[src/rtl/fetch_pkg.sv]
// fetch_pkg: shared types and constants for the instruction-fetch slice
package fetch_pkg;
    typedef logic [31:0] pc_t;
    typedef logic [31:0] instr_t;
    typedef struct packed {
        pc_t    pc;
        instr_t instr;
    } fetch_entry_t;
    localparam pc_t PC_STEP = 32'd4;
    typedef enum logic [1:0] {RUN, STALL, FLUSH} fetch_state_t;
endpackage

[src/rtl/fetch_buf.sv]
// fetch_buf: DEPTH-entry circular FIFO of fetch entries with flush and registered head
module fetch_buf
    import fetch_pkg::*;
#(
    parameter  int DEPTH = 2,
    localparam int CW    = $clog2(DEPTH + 1),
    localparam int PW    = $clog2(DEPTH)
) (
    input  logic          clk,
    input  logic          rst_n,
    input  logic          push_i,
    input  fetch_entry_t  push_data_i,
    input  logic          pop_i,
    input  logic          flush_i,
    output logic [CW-1:0] count_o,
    output fetch_entry_t  head_o
);
    fetch_entry_t  mem_q [DEPTH];
    logic [PW-1:0] wr_q, wr_d, rd_q, rd_d;
    logic [CW-1:0] cnt_q, cnt_d;
    logic          do_push, do_pop;

    function automatic logic [PW-1:0] nxt(input logic [PW-1:0] p);
        return (p == PW'(DEPTH - 1)) ? '0 : p + PW'(1);
    endfunction

    always_comb begin
        do_push = push_i & ~flush_i;
        do_pop  = pop_i & ~flush_i & (cnt_q != '0);
        wr_d    = flush_i ? '0 : do_push ? nxt(wr_q) : wr_q;
        rd_d    = flush_i ? '0 : do_pop ? nxt(rd_q) : rd_q;
        cnt_d   = flush_i ? '0 : cnt_q + CW'(do_push) - CW'(do_pop);
    end

    always_ff @(posedge clk or negedge rst_n) begin
        if (!rst_n) begin
            wr_q  <= '0;
            rd_q  <= '0;
            cnt_q <= '0;
            for (int i = 0; i < DEPTH; i++) mem_q[i] <= '0;
        end else begin
            wr_q  <= wr_d;
            rd_q  <= rd_d;
            cnt_q <= cnt_d;
            if (do_push) mem_q[wr_q] <= push_data_i;
        end
    end

    // the issue credit rule upstream must make this unreachable
    assert property (@(posedge clk) disable iff (!rst_n) !(do_push && cnt_q == CW'(DEPTH)));

    assign count_o = cnt_q;
    assign head_o  = mem_q[rd_q];
endmodule

[src/rtl/fetch_ctrl.sv]
// fetch_ctrl: PC sequencing, credit-based issue and redirect flushing in front of decode
module fetch_ctrl
    import fetch_pkg::*;
#(
    parameter pc_t RESET_PC = 32'h0000_0000,
    parameter int  DEPTH    = 2
) (
    input  logic        clk,
    input  logic        rst_n,
    output logic [31:0] mem_addr,
    input  logic [31:0] mem_rdata,
    input  logic        redirect_valid,
    input  logic [31:0] redirect_pc,
    output logic        out_valid,
    output logic [31:0] out_instr,
    output logic [31:0] out_pc,
    input  logic        out_ready
);
    localparam int CW = $clog2(DEPTH + 1);

    pc_t           pc_q, pc_d, infl_pc_q, infl_pc_d;
    logic          infl_q, infl_d, pop;
    logic [CW-1:0] count;
    logic [CW:0]   used;
    fetch_state_t  state;
    fetch_entry_t  head;

    // a slot is free once the buffer, the word in flight and this cycle's pop leave room
    always_comb begin
        pop       = out_valid & out_ready;
        used      = {1'b0, count} + (CW+1)'(infl_q) - (CW+1)'(pop);
        state     = redirect_valid ? FLUSH : (used < (CW+1)'(DEPTH)) ? RUN : STALL;
        pc_d      = state == FLUSH ? {redirect_pc[31:2], 2'b00} : state == RUN ? pc_q + PC_STEP : pc_q;
        infl_d    = state == RUN;
        infl_pc_d = state == RUN ? pc_q : infl_pc_q;
    end

    always_ff @(posedge clk or negedge rst_n) begin
        if (!rst_n) begin
            pc_q      <= RESET_PC;
            infl_q    <= 1'b0;
            infl_pc_q <= '0;
        end else begin
            pc_q      <= pc_d;
            infl_q    <= infl_d;
            infl_pc_q <= infl_pc_d;
        end
    end

    fetch_buf #(.DEPTH(DEPTH)) u_buf (
        .clk         (clk),
        .rst_n       (rst_n),
        .push_i      (infl_q & ~redirect_valid),
        .push_data_i ({infl_pc_q, mem_rdata}),
        .pop_i       (pop),
        .flush_i     (redirect_valid),
        .count_o     (count),
        .head_o      (head)
    );

    assign mem_addr  = pc_q;
    assign out_valid = count != '0;
    assign out_pc    = head.pc;
    assign out_instr = head.instr;
endmodule
[config.mk]
export PLATFORM = sky130hd
export DESIGN_NAME = fetch_ctrl
export DESIGN_NICKNAME = d
export VERILOG_FILES = /design/src/rtl/fetch_pkg.sv /design/src/rtl/fetch_buf.sv /design/src/rtl/fetch_ctrl.sv
export SDC_FILE = /design/constraint.sdc
export NUM_CORES = 1
export LEC_CHECK = 0
export CORE_MARGIN = 8
export CORE_UTILIZATION = 40
export DETAILED_ROUTE_END_ITERATION = 8
export GPL_TIMING_DRIVEN = 1
export SLEW_MARGIN = 20
export SYNTH_ARGS = -nofsm -noshare
export SYNTH_HDL_FRONTEND = slang
export SYNTH_SLANG_ARGS = --single-unit
[constraint.sdc]
create_clock -name clk -period 8.16 [get_ports clk]
set_input_delay 1.632 -clock clk [delete_from_list [all_inputs] [get_ports clk]]
set_output_delay 1.632 -clock clk [all_outputs]
set_load 0.03 [all_outputs]
# After elaboration in Yosys (flattened, before gate mapping)
# Cells that the tools add are included.
[word_totals]
reg_bits = 197
inputBits = 68
output_inout_bits = 97
wordCells = 53
[classes]
addsub = 7
n_lt_le_gt_ge = 4
n_eq_ne = 1
mux = 17
bitwise = 8
reduce_logical = 6
[ops]
columns = ["op", "count"]
rows = [
  ["$mux W64", 4],
  ["$bwmux W128", 1],
  ["$demux W64 S1", 1],
  ["$mux W32", 2],
  ["$add A32 B3 Y32 const B", 1],
  ["$reduce_bool A2 Y1", 4],
  ["$mux W1", 7],
  ["$and A1 B1 Y1", 5],
  ["$ge A2 B2 Y1 const B", 2],
  ["$mux W2", 2],
  ["$not A1 Y2", 2],
  ["$add A2 B1 Y3", 1],
  ["$lt A3 B2 Y1 const B", 1],
  ["$sub A3 B1 Y3", 1],
  ["$add A1 B1 Y1 const B", 2],
  ["$add A2 B1 Y2", 1],
  ["$eq A2 B2 Y1 const B", 1],
  ["$logic_not A2 Y1", 1],
  ["$lt A2 B1 Y1 const B", 1],
  ["$sub A2 B1 Y2", 1],
  ["$logic_and A1 B1 Y1", 1],
  ["$not A1 Y1", 1],
]

# Logic depth before layout (Yosys ltp)
[depth]
depth_word = 9
mapped_depth = 12
mapped_depth_nobuf = 10

# Modules after synthesis
# Synthesis repeated with hierarchy kept, for this count alone.
[hier_totals]
hier_cells = 628
hier_area_um2 = 9197.6
[modules_own_cells]
columns = ["module", "n_inst", "cells_each", "area_each_um2", "seq_area_each_um2"]
rows = [
  ["fetch_buf", 1, 362, 6312.3, 3303.2],
  ["fetch_ctrl", 1, 266, 2885.3, 1526.5],
]

# Worst setup path after synthesis
# OpenSTA, ideal clock, no wires.
[synth_timing]
kind = "input port to flip-flop"
start = "input port out_ready"
end = "register pc_q[20] (netlist: mem_addr[20])"
setup_ps = 69
arrival_time_ps = 3858
t_required_ps = 8091
setup_slack_ps = 4232
cell_stages = 11
path_buffers = 2
path_cell_list = "nand2_1 -> inv_1 -> ha_1 -> nand2b_1 -> fa_1 -> and2_1 -> clkbuf_1 -> nand3_2 -> buf_2 -> or4_1 -> nand3_1"
[synth_via]
elab_chain_cells = 7
elab_cells_between_ends = 9
cone_classes = "add/sub: 1; order compare: 1; eq/ne: 1; mux: 3; bitwise: 1; reduce/logical: 2"
[synth_rtl]
columns = ["item", "line_no", "source"]
rows = [
  ["from (decl)", "fetch_ctrl.sv:17", "input logic out_ready"],
  ["$and A1 B1 Y1 *", "fetch_ctrl.sv:30", "pop = out_valid & out_ready;"],
  ["$sub A3 B1 Y3 *", "fetch_ctrl.sv:31", "used = {1'b0, count} + (CW+1)'(infl_q) - (CW+1)'(pop);"],
  ["$lt A3 B2 Y1 *", "fetch_ctrl.sv:32", "state = redirect_valid ? FLUSH : (used < (CW+1)'(DEPTH)) ? RUN : STALL;"],
  ["$mux W1 *", "fetch_ctrl.sv:32", ""],
  ["$mux W2 *", "fetch_ctrl.sv:32", ""],
  ["$eq A2 B2 Y1 or $logic_not A2 Y1 (tied branches)", "fetch_ctrl.sv:33", "pc_d = state == FLUSH ? {redirect_pc[31:2], 2'b00} : state == RUN ? pc_q + PC_STEP : pc_q;"],
  ["$mux W32 or $reduce_bool A2 Y1 (tied branches)", "n/a", ""],
  ["to (signal assigned)", "fetch_ctrl.sv:44", "pc_q <= pc_d;"],
  ["to (decl)", "fetch_ctrl.sv:21", "pc_t pc_q, pc_d, infl_pc_q, infl_pc_d;"],
]
# Every way passes the cells marked *; elsewhere a longest branch is shown, timed or not.
# A chain may end at the register's enable or synchronous reset.

# Worst setup path in the final report
[layout_timing]
start = "input port out_ready"
end = "register infl_pc_q[12]"
[layout_via]
elab_chain_cells = 6
[layout_rtl]
columns = ["item", "line_no", "source"]
rows = [
  ["$and A1 B1 Y1", "fetch_ctrl.sv:30", ""],
  ["$sub A3 B1 Y3", "fetch_ctrl.sv:31", ""],
  ["$lt A3 B2 Y1", "fetch_ctrl.sv:32", ""],
  ["$mux W1", "fetch_ctrl.sv:32", ""],
  ["$mux W2", "fetch_ctrl.sv:32", ""],
  ["$logic_not A2 Y1", "fetch_ctrl.sv:35", "infl_pc_d = state == RUN ? pc_q : infl_pc_q;"],
  ["to (signal assigned)", "fetch_ctrl.sv:46", "infl_pc_q <= infl_pc_d;"],
  ["to (decl)", "fetch_ctrl.sv:21", ""],
]
# Every way passes these cells.

==> run metrics <==
status=complete, no violations; DR pass1 iterations=4; vias=5658; RSZ-0062 raised after global routing=no; clock slew at reported path FFs=0.07 ns; Post-synth top flop=dfrtp_1; GRT Util Overall=15.9%; CTS resizes=0; Mapped Area=0.00857 mm2; R2R Path Start=u_buf.count_o[1]; Synth cell types=41; Slew Limit Headroom=34.1%; Initial Utilization=40.8%; Initial DRC Count=190; worst reg2reg path depth=9; area delta synth->final=27.6%; first-pass GRT wire length=33300 um; final wirelength=20400 um; diodes inserted=0; clock sinks=189; H-tree levels=4; share of layout cells above drive strength 1=32.5%; Rows=53; Ys Warns=0; leak pwr=4.50 nW; Mapped Cells=640; Critical Path AT=5.02 ns; Logic pwr share=47.3%; startpoint types=input port; Max Cap Violations=0; Critical Path Source=out_ready; Period Utilization, post-route=57.8%; I/O pin cnt=165; width of the die=162 um; reg2reg setup slack=4.21 ns; Fin Clk Skew=0.0109 ns; sequential share of power=35.2%; Die ar.=0.0264 mm2; Post-synth EDFFs=0; capture point of the worst path=infl_pc_q[12]; vias per cell=5.30; CTS tree=built; Hold Fails Final Rpt=0; design area=0.0109 mm2; grt total ovfl=0; vias in the first global route=6212; crit path max fanout=33; Setup Buffers After CTS=0; TNS Setup=0 ns; Seq. cell area=0.00473 mm2; RD Place Congestion=0.806; final-report setup violation count=0; total power=0.00455 W; clock network fraction of total power=17.5%; Worst EP required=8.46 ns; fill cell count=1835; Pwr Density=416 mW/mm2; Layout Nets=854; # DRC=0; Area after DPL=0.0103 mm2; PortBufs=158; Synth Area per Inst=13.4 um2; Core ar.=0.0210 mm2; Clock Latency Late Sink=0.42 ns; hold buffer count at CTS=0; R2R Path End=infl_pc_q[12]; crit path time final=4.72 ns; Final Core Density=52.0%; initial antenna violation count=0; Sw Pwr=0.00168 W; Tightest Pin Transition=0.989 ns; worst vdd ir=0.178 mV; Multi-input gate area=0.00362 mm2; CP Capture Type=flop; Die Height=162 um; Slew Viols, Final=0; total CTS buffers=17; async set-reset flop share out of synthesis=100%; Longest Clk Path Bufs=2; Seq/Total Area, Yosys=55.2%; fmax=212 MHz; Hold WC Path Type=reg2reg; Post-DP HPWL=13700 um; Pint=0.00287 W; hold_ws=0.503 ns; Yosys reg bits=189; WL per Instance=19.1 um; switch share=36.8%; largest net degree at the start of global routing=137; ANT nets after route=0; critical path class=in2reg; root buf cell=clkbuf_16
[layout by cell type (no fill, tap or decap), types with 2 or more instances in the layout]
cell type and instances:
inv_6 2, a31oi_1 14, nand3_2 3, o31ai_1 13
and4_1 4, nand2_1 27, conb_1 4, clkdlybuf4s50_1 157
buf_4 4, inv_1 6, or4_1 17, clkinv_4 5
xor2_1 10, nand4_1 10, o21ai_0 14, clkbuf_8 2
clkinv_2 3, dfrtp_1 188, and2_1 3, or2_2 2
nand3_1 13, o211ai_1 5, ha_1 4, clkbuf_16 17
mux2_1 5, nor2_1 19, and3_1 6, nor2b_1 3
xnor2_1 4, mux2_2 209
[state kept, by name, indices dropped and copies added (netlist names)]
signal	cells
u_buf.count_o	2
u_buf.rd_q	1
u_buf.wr_q	1
mem_addr	30
infl_q	1
infl_pc_q	30
u_buf.mem_q	124
[power groups by stage]
stage	registers [W]	logic [W]	clock network [W]
6_report	0.00160	0.00215	0.000796
5_1_grt	0.00166	0.00229	0.000866
4_1_cts	0.00160	0.00219	0.000825
3_5_place_dp	0.00162	0.00218	0
3_3_place_gp	0.00158	0.00215	0
2_1_floorplan	0.00157	0.00147	0
[cell type report]
class                           instances  area share (%)
Clock inverter                         12            1.04
Tap cell                              275            3.15
Clock buffer                           19            4.14
Timing Repair Buffer                  163            15.0
Inverter                                7           0.240
Sequential cell                       189            43.3
Multi-Input combinational cell        403            33.1
[per-layer routing]
| layer | global-route usage [%] | wire, um | vias up |
|---|---|---|---|
| li1 | - | - | 2592 |
| met1 | 19.6 | 8670 | 2890 |
| met2 | 26.7 | 10300 | 149 |
| met3 | 3.34 | 998 | 27 |
| met4 | 6.14 | 439 | 0 |
| met5 | 0 | 0 | - |
[critical path: stages]
cell and delay, ns:
clkdlybuf4s50_1 0.40, nand2_1 0.12, inv_1 0.06, ha_1 0.26, nand2b_1 0.15, fa_1 0.44
xnor2_2 0.50, nand3_2 0.84, mux2_1 0.61
[per-stage QoR]
| stage | cells | setup WS [ns] |
|---|---|---|
| final | 1068 | 3.44 |
| after global routing | 1068 | 3.21 |
| after CTS | 1067 | 3.39 |
| after detailed placement | 1036 | 2.95 |
| after global placement | 1036 | 2.92 |
| after floorplan | 643 | 4.23 |
[worst min path at each step]
stage | start | end | slack, ns | cells after the start
after floorplan | infl_pc_q[17] | infl_pc_q[17] | 0.46 | 2
after global placement | infl_pc_q[17] | infl_pc_q[17] | 0.48 | 2
after detailed placement | u_buf.mem_q[13] | u_buf.mem_q[13] | 0.49 | 1
after CTS | u_buf.mem_q[20] | u_buf.mem_q[20] | 0.51 | 1
after global routing | u_buf.mem_q[20] | u_buf.mem_q[20] | 0.51 | 1
final | u_buf.mem_q[20] | u_buf.mem_q[20] | 0.50 | 1
[cells by family (layout without fill, tap and decap cells)]
family	after synthesis	count (layout)	synth area share [%]
adder cells (fa/ha/maj)	5	5	0.818
XOR/XNOR	15	15	1.62
multiplexers	215	215	28.2
AND/OR/NAND/NOR	116	116	7.61
other	1	4	0.0438
AO/OA/AOI/OAI	48	48	3.61
buffers and inverters	51	201	2.89
flip-flops	189	189	55.2
[Yosys cell counts, drive strengths merged (2+ instances only)]
cell / n / area (um2)
a31oi: 14 / 87.6
and2: 4 / 26.3
and3: 6 / 37.5
and4: 4 / 35.0
buf: 27 / 158
clkbuf: 17 / 63.8
dfrtp: 189 / 4730
ha: 4 / 50.1
inv: 6 / 22.5
mux2: 214 / 2410
nand2: 28 / 105
nand3: 17 / 108
nand4: 11 / 75.1
nor2: 19 / 71.3
nor2b: 4 / 25.0
o211ai: 5 / 37.5
o21ai: 14 / 70.1
o31ai: 13 / 97.6
or2: 2 / 12.5
or4: 17 / 128
xnor2: 5 / 51.3
xor2: 10 / 87.6
(Power assumes the default switching activity.)
